--- config.mk ---
export PLATFORM = sky130hd
export DESIGN_NAME = rsa_result_tx
export DESIGN_NICKNAME = d
export VERILOG_FILES = /design/src/rtl/rsa_result_tx.sv
export SDC_FILE = /design/constraint.sdc
export NUM_CORES = 1
export LEC_CHECK = 0
export ABC_CLOCK_PERIOD_IN_PS = 3000
export CORE_MARGIN = 2
export CORE_UTILIZATION = 45
export CTS_CLUSTER_DIAMETER = 120
export DETAILED_ROUTE_END_ITERATION = 6
export GPL_ROUTABILITY_DRIVEN = 0
export GPL_TIMING_DRIVEN = 0
export PLACE_DENSITY = 0.6
export SLEW_MARGIN = 40
export SYNTH_ARGS = -nofsm -noshare
export SYNTH_HDL_FRONTEND = slang
export SYNTH_SLANG_ARGS = --single-unit
export TNS_END_PERCENT = 100
--- constraint.sdc ---
create_clock -name clk -period 3 [get_ports clk]
set_clock_uncertainty 0.05 [all_clocks]
set_input_delay 0.6 -clock clk [delete_from_list [all_inputs] [get_ports clk]]
set_output_delay 0.6 -clock clk [all_outputs]
set_load 0.03 [all_outputs]
--- src/rtl/rsa_result_tx.sv ---
// rsa_result_tx: buffers MonExp result words and sends them over UART 8N1, MSB byte first.
// Define RSA_TX_PARITY_EN to insert an even-parity bit between the data and stop bits (8E1).
module rsa_result_tx #(
    parameter int DATA_WIDTH   = 32,
    parameter int CLKS_PER_BIT = 87,
    parameter int FIFO_DEPTH   = 4
) (
    input  logic                        clk,
    input  logic                        reset,
    input  logic [DATA_WIDTH-1:0]       word_in,
    input  logic                        word_valid,
    output logic                        word_ready,
    output logic                        o_Tx_Serial,
    output logic                        tx_active,
    output logic                        tx_done,
    output logic [$clog2(FIFO_DEPTH):0] fifo_count,
    output logic                        overflow
);
    localparam int BYTES = DATA_WIDTH / 8;
    localparam int AW    = $clog2(FIFO_DEPTH);
    localparam int CW    = CLKS_PER_BIT > 1 ? $clog2(CLKS_PER_BIT) : 1;
    localparam int BW    = $clog2(BYTES) + 1;
    localparam logic [AW:0] DEPTH_C = FIFO_DEPTH[AW:0];
`ifdef RSA_TX_PARITY_EN
    typedef enum logic [2:0] {IDLE, LOAD, START, DATA, PARITY, STOP} state_t;
`else
    typedef enum logic [2:0] {IDLE, LOAD, START, DATA, STOP} state_t;
`endif
    state_t                state, state_n;
    logic [DATA_WIDTH-1:0] mem [FIFO_DEPTH];
    logic [AW-1:0]         wr_ptr, rd_ptr;
    logic [DATA_WIDTH-1:0] shift_reg;
    logic [CW-1:0]         baud_cnt;
    logic [2:0]            bit_idx;
    logic [BW-1:0]         byte_idx;
    logic                  push, pop, baud_done, last_byte;
    logic [7:0]            cur_byte;

    assign word_ready = fifo_count < DEPTH_C;
    assign push       = word_valid && word_ready;
    assign pop        = state == LOAD;
    assign baud_done  = baud_cnt == CW'(CLKS_PER_BIT - 1);
    assign last_byte  = byte_idx == BW'(BYTES - 1);
    assign cur_byte   = shift_reg[DATA_WIDTH-1 -: 8];

    // Word storage; contents need no reset because the count gates every read
    always_ff @(posedge clk)
        if (push) mem[wr_ptr] <= word_in;

    // FIFO pointers, occupancy and sticky overflow flag
    always_ff @(posedge clk or negedge reset)
        if (!reset) begin
            wr_ptr     <= '0;
            rd_ptr     <= '0;
            fifo_count <= '0;
            overflow   <= 1'b0;
        end else begin
            if (push) wr_ptr <= wr_ptr + AW'(1);
            if (pop) rd_ptr <= rd_ptr + AW'(1);
            fifo_count <= fifo_count + {{AW{1'b0}}, push} - {{AW{1'b0}}, pop};
            if (word_valid && !word_ready) overflow <= 1'b1;
        end

    // State register
    always_ff @(posedge clk or negedge reset)
        if (!reset) state <= IDLE;
        else state <= state_n;

    // Next-state logic: bytes of a word are sent back to back, words are separated by IDLE+LOAD
    always_comb begin
        state_n = state;
        case (state)
            IDLE:    if (fifo_count != '0) state_n = LOAD;
            LOAD:    state_n = START;
            START:   if (baud_done) state_n = DATA;
`ifdef RSA_TX_PARITY_EN
            DATA:    if (baud_done && bit_idx == 3'd7) state_n = PARITY;
            PARITY:  if (baud_done) state_n = STOP;
`else
            DATA:    if (baud_done && bit_idx == 3'd7) state_n = STOP;
`endif
            STOP:    if (baud_done) state_n = last_byte ? IDLE : START;
            default: state_n = IDLE;
        endcase
    end

    // Line and activity outputs decoded from the state
    always_comb begin
        o_Tx_Serial = 1'b1;
        if (state == START) o_Tx_Serial = 1'b0;
        else if (state == DATA) o_Tx_Serial = cur_byte[bit_idx];
`ifdef RSA_TX_PARITY_EN
        else if (state == PARITY) o_Tx_Serial = ^cur_byte;
`endif
        tx_active = state != IDLE && state != LOAD;
    end

    // Baud timing, bit/byte indices, word shift register and end-of-word pulse
    always_ff @(posedge clk or negedge reset)
        if (!reset) begin
            baud_cnt  <= '0;
            bit_idx   <= '0;
            byte_idx  <= '0;
            shift_reg <= '0;
            tx_done   <= 1'b0;
        end else begin
            tx_done  <= 1'b0;
            baud_cnt <= (state == IDLE || state == LOAD || baud_done) ? '0 : baud_cnt + CW'(1);
            if (pop) begin
                shift_reg <= mem[rd_ptr];
                byte_idx  <= '0;
                bit_idx   <= '0;
            end
            if (state == DATA && baud_done) bit_idx <= bit_idx + 3'd1;
            if (state == STOP && baud_done) begin
                if (last_byte) tx_done <= 1'b1;
                else begin
                    byte_idx  <= byte_idx + BW'(1);
                    shift_reg <= shift_reg << 8;
                end
            end
        end
endmodule

=== Word-level counts from Yosys, hierarchy flattened ===
Memory sizes are Yosys's and may differ from the RTL's.
Cells that the tools add are included.

* Memory bits (writable): 128
* Register bits after elaboration: 57
* Memory bits (read-only): 0
* Latch bits: 0
* Output and inout bits: 8
* Input bits: 35
* Memories kept: 1
* Word-level logic and storage cells: 69

* Add/sub/neg operators: 7
* Equal/unequal tests: 12
* Multipliers: 0
* Bitwise operators: 0
* Divide/modulo/power cells: 0
* Muxes and demuxes: 23
* Shift-type cells: 0
* Order comparisons: 2
* Reductions and logical operators: 14

{| class="wikitable"
|+ Memories
! name !! depth !! bits a word !! read ports !! clocked after Yosys merged registers in !! write ports !! RTL line !! RTL
|-
| mem || 4 || 32 || 1 || 0 || 1 || 30 || <nowiki>logic [DATA_WIDTH-1:0] mem [FIFO_DEPTH];</nowiki>
|}

{| class="wikitable"
|+ Operators with widths
! operator !! count
|-
| $mux W32 || 3
|-
| $mux W3 || 9
|-
| $pmux W3 S5 || 1
|-
| $eq A3 B2 Y1 const B || 3
|-
| $ne A2 B2 Y1 const B || 4
|-
| $add A7 B1 Y7 const B || 1
|-
| $eq A7 B7 Y1 const B || 1
|-
| $mux W1 || 7
|-
| $mux W7 || 1
|-
| $add A3 B1 Y3 const B || 2
|-
| $eq A3 B3 Y1 const B || 2
|-
| $logic_and A1 B1 Y1 || 6
|-
| $reduce_bool A3 Y1 || 2
|-
| $add A2 B1 Y2 const B || 2
|-
| $lt A3 B4 Y1 const B || 1
|-
| $reduce_and A4 Y1 || 1
|-
| $add A3 B1 Y3 || 1
|-
| $bmux W1 S3 || 1
|-
| $eq A3 B1 Y1 const B || 1
|-
| $logic_not A3 Y1 || 1
|-
| $lt A3 B3 Y1 const B || 1
|-
| $ne A3 B1 Y1 const B || 1
|-
| $sub A3 B1 Y3 || 1
|-
| $logic_or A1 B1 Y1 || 2
|-
| 3 further kinds || 3
|}

=== Longest topological paths before layout ===
* Word-level depth: 4
* Depth in mapped cells: 11
* Gate-level depth less buffers: 7

=== Worst setup path before layout ===
No wires, ideal clock.

* Path type: reg2reg
* From: register state[1]
* To: register fifo_count[2]
* Data required time: 2.814 ns
* Slack: 0.422 ns
* Data arrival time: 2.391 ns
* Library setup time: 0.136 ns
* Path buffers: 4
* Cell stages (with the launch flop): 12
* Cell sequence: dfrtp_1 buf_6 nor3b_1 buf_2 buf_2 buf_2 xor2_1 ha_1 inv_1 fa_1 xnor2_1 xnor2_1

* Word-level cells in the longest chain between the ends: 2

{| class="wikitable"
|+ RTL lines
! element !! RTL line !! RTL
|-
| from (decl) || 29 || <nowiki>state_t state, state_n;</nowiki>
|-
| from (signal assigned) || 67 || <nowiki>else state <= state_n;</nowiki>
|-
| $eq A3 B1 Y1 || 41 || <nowiki>assign pop = state == LOAD;</nowiki>
|-
| $sub A3 B1 Y3 || 60 || <nowiki>fifo_count <= fifo_count + {{AW{1'b0}}, push} - {{AW{1'b0}}, pop};</nowiki>
|-
| to (signal assigned) || 60 ||
|-
| to (decl) || 16 || <nowiki>output logic [$clog2(FIFO_DEPTH):0] fifo_count,</nowiki>
|}

Every way passes these cells.
A chain may end at the register's enable or synchronous reset.

=== Final worst setup path ===
* From: register state[0]
* To: register fifo_count[2]

The elaborated chain is that of the path after synthesis.

==> flow_metrics.tcl <==
set metrics [dict create \
    clock.fmax_mhz 364 \
    post_synth_inst_count 406 \
    grt_start_max_net_pins 43 \
    commonest_cells_in_the_synthesized_netlist "128 x edfxtp_1, 57 x dfrtp_1, 33 x mux4_2" \
    grt_pass1_wl_mm 21.0 \
    final-setup-viol-count 0 \
    finalHoldViolCount 0 \
    startpoint_type "register" \
    synth_top_area_share_pct 50.6 \
    power_report.internal_total_w 0.00524 \
    timing.max_slew.rel_slack_pct 53.3 \
    floorplan.die_area_um2 17900 \
    detail_routed_net_length_per_standard_cell_um 18.7 \
    crit_path_end_kind "register" \
    power_density_over_the_cells_nw_per_um2 805 \
    comb_power_share_pct 21.9 \
    hp-class "register to register" \
    crit_path_max_incr_delay_ns 0.37 \
    numPortBuffers 42 \
    largest_register_ff_count 128 \
    synth_enable_flop_cells 128 \
    vias_post_dr 3681 \
    clock_network_fraction_of_total_power_pct 30.2 \
    power.total_w 0.00719 \
    rsz0062_at_grt "no" \
    syn_to_final_growth_pct 17.5 \
    nNetsFinal 515 \
    ys_ff_latch 185 \
    remaining_drc_errors 0 \
    layout-drive-gt1-share_pct 28.2 \
    netlist_area_um2 7600 \
    synth_cell_type_count 47 \
    timing.critical_path.slowest_stage_cell "fa_1" \
    core_area_um2 16500 \
    grt_util_met2_pct 26.9 \
    mappedNetlistNets 452 \
    htree_levels 4 \
    num-fill-cells 1293 \
    regToRegSetupSlack_ns 0.25 \
    layout_min_cycle_time_ns 2.75 \
    cp_top_family "buffers and inverters" \
    slew_viol_final 0 \
    timing.critical_path.fanout_max 10 \
    final_cycle_utilization_of_the_critical_path_pct 91.6 \
    grt_util_all_layers_pct 15.9 \
    cts_setup_buffers 0 \
    post-synth-top-area-cell "edfxtp_1" \
    grt-ovfl-total 0 \
    synth-warning-count 0 \
    clock_insertion_delay_worst_skew_ns 0.43 \
    grt-busiest-layer "met2" \
    initialDrtViolationCount 251 \
    switchingPower_w 0.00194 \
    postRouteWirelength_mm 13.1 \
    clock_tree.root_cell "clkbuf_16" \
    leakagePower_nw 3.26 \
    swShare_pct 27.0 \
    routing_usage_on_met1_pct 20.2 \
    regToRegStartpoint "state[0]" \
    async_flop_share_pct 30.8 \
    antenna_found_initial 0 \
    num_rows 47 \
    io_pins 43 \
    antennaDiodeCount 0 \
    cp_cell_sequence "buf_2 -> nor3b_1 -> clkbuf_4 -> clkbuf_4 -> clkbuf_4 -> xor2_1 -> ha_1 -> inv_1 -> fa_1 -> xnor2_1 -> xnor2_1" \
    most_area_consuming_cells_after_synthesis "edfxtp_1 51%, dfrtp_1 19%, mux4_2 9.8%" \
    grt_use_met3_pct 4.61 \
    seqPwrFrac_pct 47.9 \
    crit_top_cell "clkbuf_4" \
    chipWidth_um 134 \
    cts.clk_slew.worst_paths_ns 0.07 \
    clock_sinks 185 \
    fp.dieH_um 134 \
    timing.final.ws_setup_ns 0.252 \
    initial_utilization_pct 46.0 \
    clk_path_buf_depth 2 \
    ys_seq_area_share_pct 69.4 \
    critPathArrivalTime_ns 3.01 \
    outcome "finished clean" \
    measured_slew_at_the_worst_slew_check_pin_ns 0.700 \
    dp_slack_ns 0.0811 \
    critical_path_class "register to register" \
    post-synth-top-count-cell "edfxtp_1" \
    timing.hold.worst.start "overflow" \
    min_delay_worst_endpoint "overflow" \
    timing.hold.worst_path_depth 1 \
    syn-mean-instance-area_um2 18.7 \
    cts_tree "done" \
    max_cap_viols 0 \
    dominantRegCellSynth "edfxtp_1" \
    max-vdd-ir-drop_mv 0.440 \
    r2r-end "fifo_count[2]" \
    reg2reg_depth 11 \
    cts_made_buffers 17 \
    tns_ns 0 \
    avgViaCountPerCell 5.24 \
    buffer_and_inverter_count_on_the_worst_path 5 \
    detailed_place_hpwl_mm 8.41 \
    cp_data_required_time_ns 3.26 \
    via_count_of_the_first_global_routing_pass 3881 \
    antenna_violating_nets_left 0 \
    number_of_detailed_route_iterations_in_the_first_pass 7 \
]
power groups by stage:
stage | logic, W | registers [W] | clock network, W
3_5_place_dp | 0.00162 | 0.00350 | 0
2_1_floorplan | 0.00111 | 0.00346 | 0
3_3_place_gp | 0.00157 | 0.00349 | 0
5_1_grt | 0.00173 | 0.00349 | 0.00233
4_1_cts | 0.00162 | 0.00345 | 0.00221
6_report | 0.00158 | 0.00344 | 0.00217
metrics by stage:
stage                     util [%]  cell area (um^2)  hold WS [ns]  instances
final                         54.0              8930         0.418        702
after global routing          54.0              8930         0.432        702
after CTS                     54.0              8920         0.423        702
after detailed placement      50.4              8330         0.408        669
after global placement        50.2              8290         0.393        668
after floorplan                  -              7600         0.254        406
placed cells by master, fill, tap and decap left out, drive strengths merged, types with 2 or more instances in the layout:
cell type	netlist	layout
o21ai	5	5
clkbuf	7	29
nor2b	6	6
dfrtp	57	57
xnor2	5	5
clkinvlp	0	4
mux2	49	49
and4b	2	2
nand3	4	4
nor2	15	15
nand2b	4	4
inv	7	11
ha	10	10
or3	3	3
o221ai	2	2
bufinv	0	2
a21oi	2	2
mux4	33	33
clkdlybuf4s50	0	40
clkinv	0	3
xor2	4	4
edfxtp	128	128
mux2i	11	11
nand4	2	2
and2	4	4
buf	12	11
nand2	13	13
cell type report:
cell class / instances / area [um^2] / area share [%]
clock buffer: 19 / 433 / 4.85
multi-input combinational: 195 / 2210 / 24.7
clock inverter: 13 / 144 / 1.61
inverter: 7 / 26.3 / 0.294
timing repair buffer: 44 / 450 / 5.05
buffer: 19 / 119 / 1.33
sequential: 185 / 5270 / 59.0
tap: 220 / 275 / 3.08
how the worst max path moves through the flow:
stage               start             to  slack [ns]  depth (start not counted)
6_report         state[0]  fifo_count[2]        0.25                         11
5_1_grt          state[0]  fifo_count[2]        0.03                         11
4_1_cts        bit_idx[0]    o_Tx_Serial       0.006                          4
3_5_place_dp     state[0]  fifo_count[2]        0.08                         11
3_3_place_gp        reset   shift_reg[3]       -0.58                          1
2_1_floorplan    state[1]  fifo_count[2]        0.42                         11
worst reg2reg max path, delay by kind of cell, from the launching register on:
kind	cells	cell delay (ns)
adders and majority gates	2	0.53
xor gates and xnor gates	3	0.43
buffers and inverters	5	1.06
DFF	1	0.31
and+or+nand+nor	1	0.25
routing by layer:
layer,vias up,share of wire [%],routed length (um)
li1,1705,-,-
met1,1919,44,5780
met2,49,52,6860
met3,8,3.0,394
met4,0,0.75,99
met5,-,0,0
timing repair:
action | 4_1_cts | 5_1_grt
setup endpoints to repair | 1 | 2
endpoints found under the hold margin | 15 | 0
hold buffers | 1 | 0
cloned | 0 | 0
resized for setup | 1 | 4
kinds of logic after synthesis:
logic type / after synthesis / share of synthesized area, %
AOI/OAI and AO/OA: 19 / 1.80
DFF: 185 / 69.4
muxes: 93 / 19.4
and+or+nand+nor: 63 / 4.64
adders and majority gates: 11 / 1.91
xor gates and xnor gates: 9 / 1.04
buffers and inverters: 26 / 1.81
Note: power is estimated with default switching activity, not from simulation.
==> edit (config.mk and constraints unchanged) <==
Build with the macro `RSA_TX_PARITY_EN` defined.
--- a/src/rtl/rsa_result_tx.sv
+++ b/src/rtl/rsa_result_tx.sv
@@ -2,2 +2,4 @@
 // Define RSA_TX_PARITY_EN to insert an even-parity bit between the data and stop bits (8E1).
+`define RSA_TX_PARITY_EN
+
 module rsa_result_tx #(
Check against the original RTL: no difference found for any inputs over 10 cycles, from zero or initial values and one cycle with reset low; that may be too few to reach the edited logic, so the function may still have changed.
==> edit against the original RTL <==
Largest cell class unchanged. Power shrank 4.5%. Wire length increased by 4.6%. Clock power grew 11%. Sequential cell count stayed put. Design area grew 0.27%. Register-to-register slack lost 0.03 ns. Combinational power fell by 28%. Setup slack got worse by 0.12 ns. Area after synthesis decreased by 0.23%. Final cell count increased by 9.0%. Critical path depth is 6 lower. Count of clock-buffer cells in the layout unchanged.
==> edit: results (changes against the original RTL) <==
Pwr
  – VDD IR max: 0.421 mV (was 0.440 mV)
  – Leak: 3.32 nW (was 3.26 nW)

Logic synthesis
  – Post-synthesis sequential area ratio: 69.5% (was 69.4%)
  – Synth Warn #: 0 (unchanged)
  – Top cells by count, synth: edfxtp_1, nand2_1, dfrtp_1 (was edfxtp_1, dfrtp_1, mux4_2)
  – EDFF count, synth: 128 (unchanged)
  – Top post-synthesis cells by area: edfxtp_1, dfrtp_1, mux4_2 (unchanged)
  – Syn nets: 515 (was 452)
  – Asr flop ratio synth: 30.8% (unchanged)
  – Synth cell types: 43 (was 47)

Clock tree
  – Clock transition at the registers of the reported paths: 0.06 ns
  – H-tree depth: 4 (unchanged)
  – Skew-Pair Late Insertion Delay: 0.42 ns
  – Post-CTS setup buffers: 0 (unchanged)
  – CTS buffer count: 17 (unchanged)

Cells and area
  – N_diodes: 0 (unchanged)
  – Nets: 578 (was 515)
  – Share of cells above drive strength 1: 21.1% (was 28.2%)

Drt
  – Met2 WL: 6.98 mm (was 6.86 mm)
  – DR iter-0 viols: 173 (was 251)
  – Met3 Wirelength: 446 um (was 394 um)
  – DR top layer: met4 (unchanged)
  – Detailed Routing Iterations Pass 1: 5 (was 7)
  – WL met1: 6.10 mm (was 5.78 mm)
  – Via density: 5.18 (was 5.24)
  – Total Wirelength: 13.7 mm (was 13.1 mm)

Critical path
  – Worst path arrival time: 2.22 ns (was 3.01 ns)
  – Slowest stage delay, CP: 0.51 ns (was 0.37 ns)
  – R2R depth: 10 (was 11)
  – CP max-delay cell: mux4_2 (was fa_1)
  – Crit Path Max Fanout: 5 (was 10)

Global route
  – First-pass GRT wire length: 22.7 mm (was 21.0 mm)
  – Initial antenna violation count: 0 (unchanged)
  – Largest net degree at the start of global routing: 39 (was 43)
  – GRT Util Overall: 17.1% (was 15.9%)
  – Vias in the first global route: 4264 (was 3881)

Run status
  – Status: completed (unchanged)

Timing
  – Slew @ Worst Pin: 0.771 ns (was 0.700 ns)

Placement
  – Final HPWL DP: 8.78 mm (was 8.41 mm)
edit: changes by cell type after synthesis, moves of 3 or more:
cell and delta:
a21oi_1 +7, a31o_2 +3, buf_4 +4, mux2_2 -6, mux2_4 -19, mux2i_1 -9
nand2_1 +86, nor2_1 -5, nor2b_1 -5, xnor2_1 +10
edit: final timing paths:
kind / from / end / slack, ns
worst max-delay path: bit_idx[1] / o_Tx_Serial / 0.13
worst min-delay path: overflow / overflow / 0.41
worst max register to register: state[2] / fifo_count[2] / 0.22
worst min register to register: overflow / overflow / 0.41
max in group asynchronous: reset / shift_reg[2] / 1.85
min in group asynchronous: reset / baud_cnt[6] / 0.55
edit: repair_timing:
action	in CTS	in global routing
hold endpoints to repair	10	0
endpoints found under the setup margin	1	1
hold buffers	1	0
resized for setup	1	1
pin swaps	0	0
edit: critical path, delay by kind of cell (launching register included):
| family | cells | cell delay (ns) |
|---|---|---|
| compound gates | 2 | 0.20 |
| buf+inv | 1 | 0.37 |
| flops | 1 | 0.43 |
| mux | 2 | 0.80 |
edit: layer usage:
| metal | up-vias | track usage, % |
|---|---|---|
| li1 | 1849 | - |
| met1 | 2034 | 21.4 |
| met2 | 65 | 29.0 |
| met3 | 12 | 4.72 |
| met4 | 0 | 5.67 |
| met5 | - | 0 |
edit: cell type report:
type	instances	area [um^2]
inverters	8	30.0
clock buffers	19	433
fillers	1307	7570
multi-input cells	253	2160
plain buffers	23	133
flip-flops and latches	185	5270
repair buffers	44	447
clock inverters	13	200
well taps	220	275
edit: through the flow:
stage	instance area, um^2	instances	TNS (ns)	setup slack (ns)
final	8950	765	0	0.132
after global routing	8950	765	0	0.00972
after CTS	8950	765	0	0.0286
after detailed placement	8310	732	0	0.226
after global placement	8280	731	-91.73	-0.518
after floorplan	7580	469	0	0.497
edit: kinds of logic after synthesis:
kind of cell / count (synthesis) / share of synthesized area [%]
AO/OA/AOI/OAI: 24 / 2.05
XOR/XNOR: 19 / 2.20
AND/OR/NAND/NOR: 138 / 8.09
multiplexers: 61 / 14.1
adder cells (fa/ha/maj): 11 / 1.91
flip-flops: 185 / 69.5
buffers and inverters: 31 / 2.15
edit: power by group:
| part | internal (mW) | switching, mW | leakage, nW |
|---|---|---|---|
| registers | 3.15 | 0.177 | 1.85 |
| logic | 0.533 | 0.603 | 1.16 |
| clock network | 1.47 | 0.924 | 0.302 |
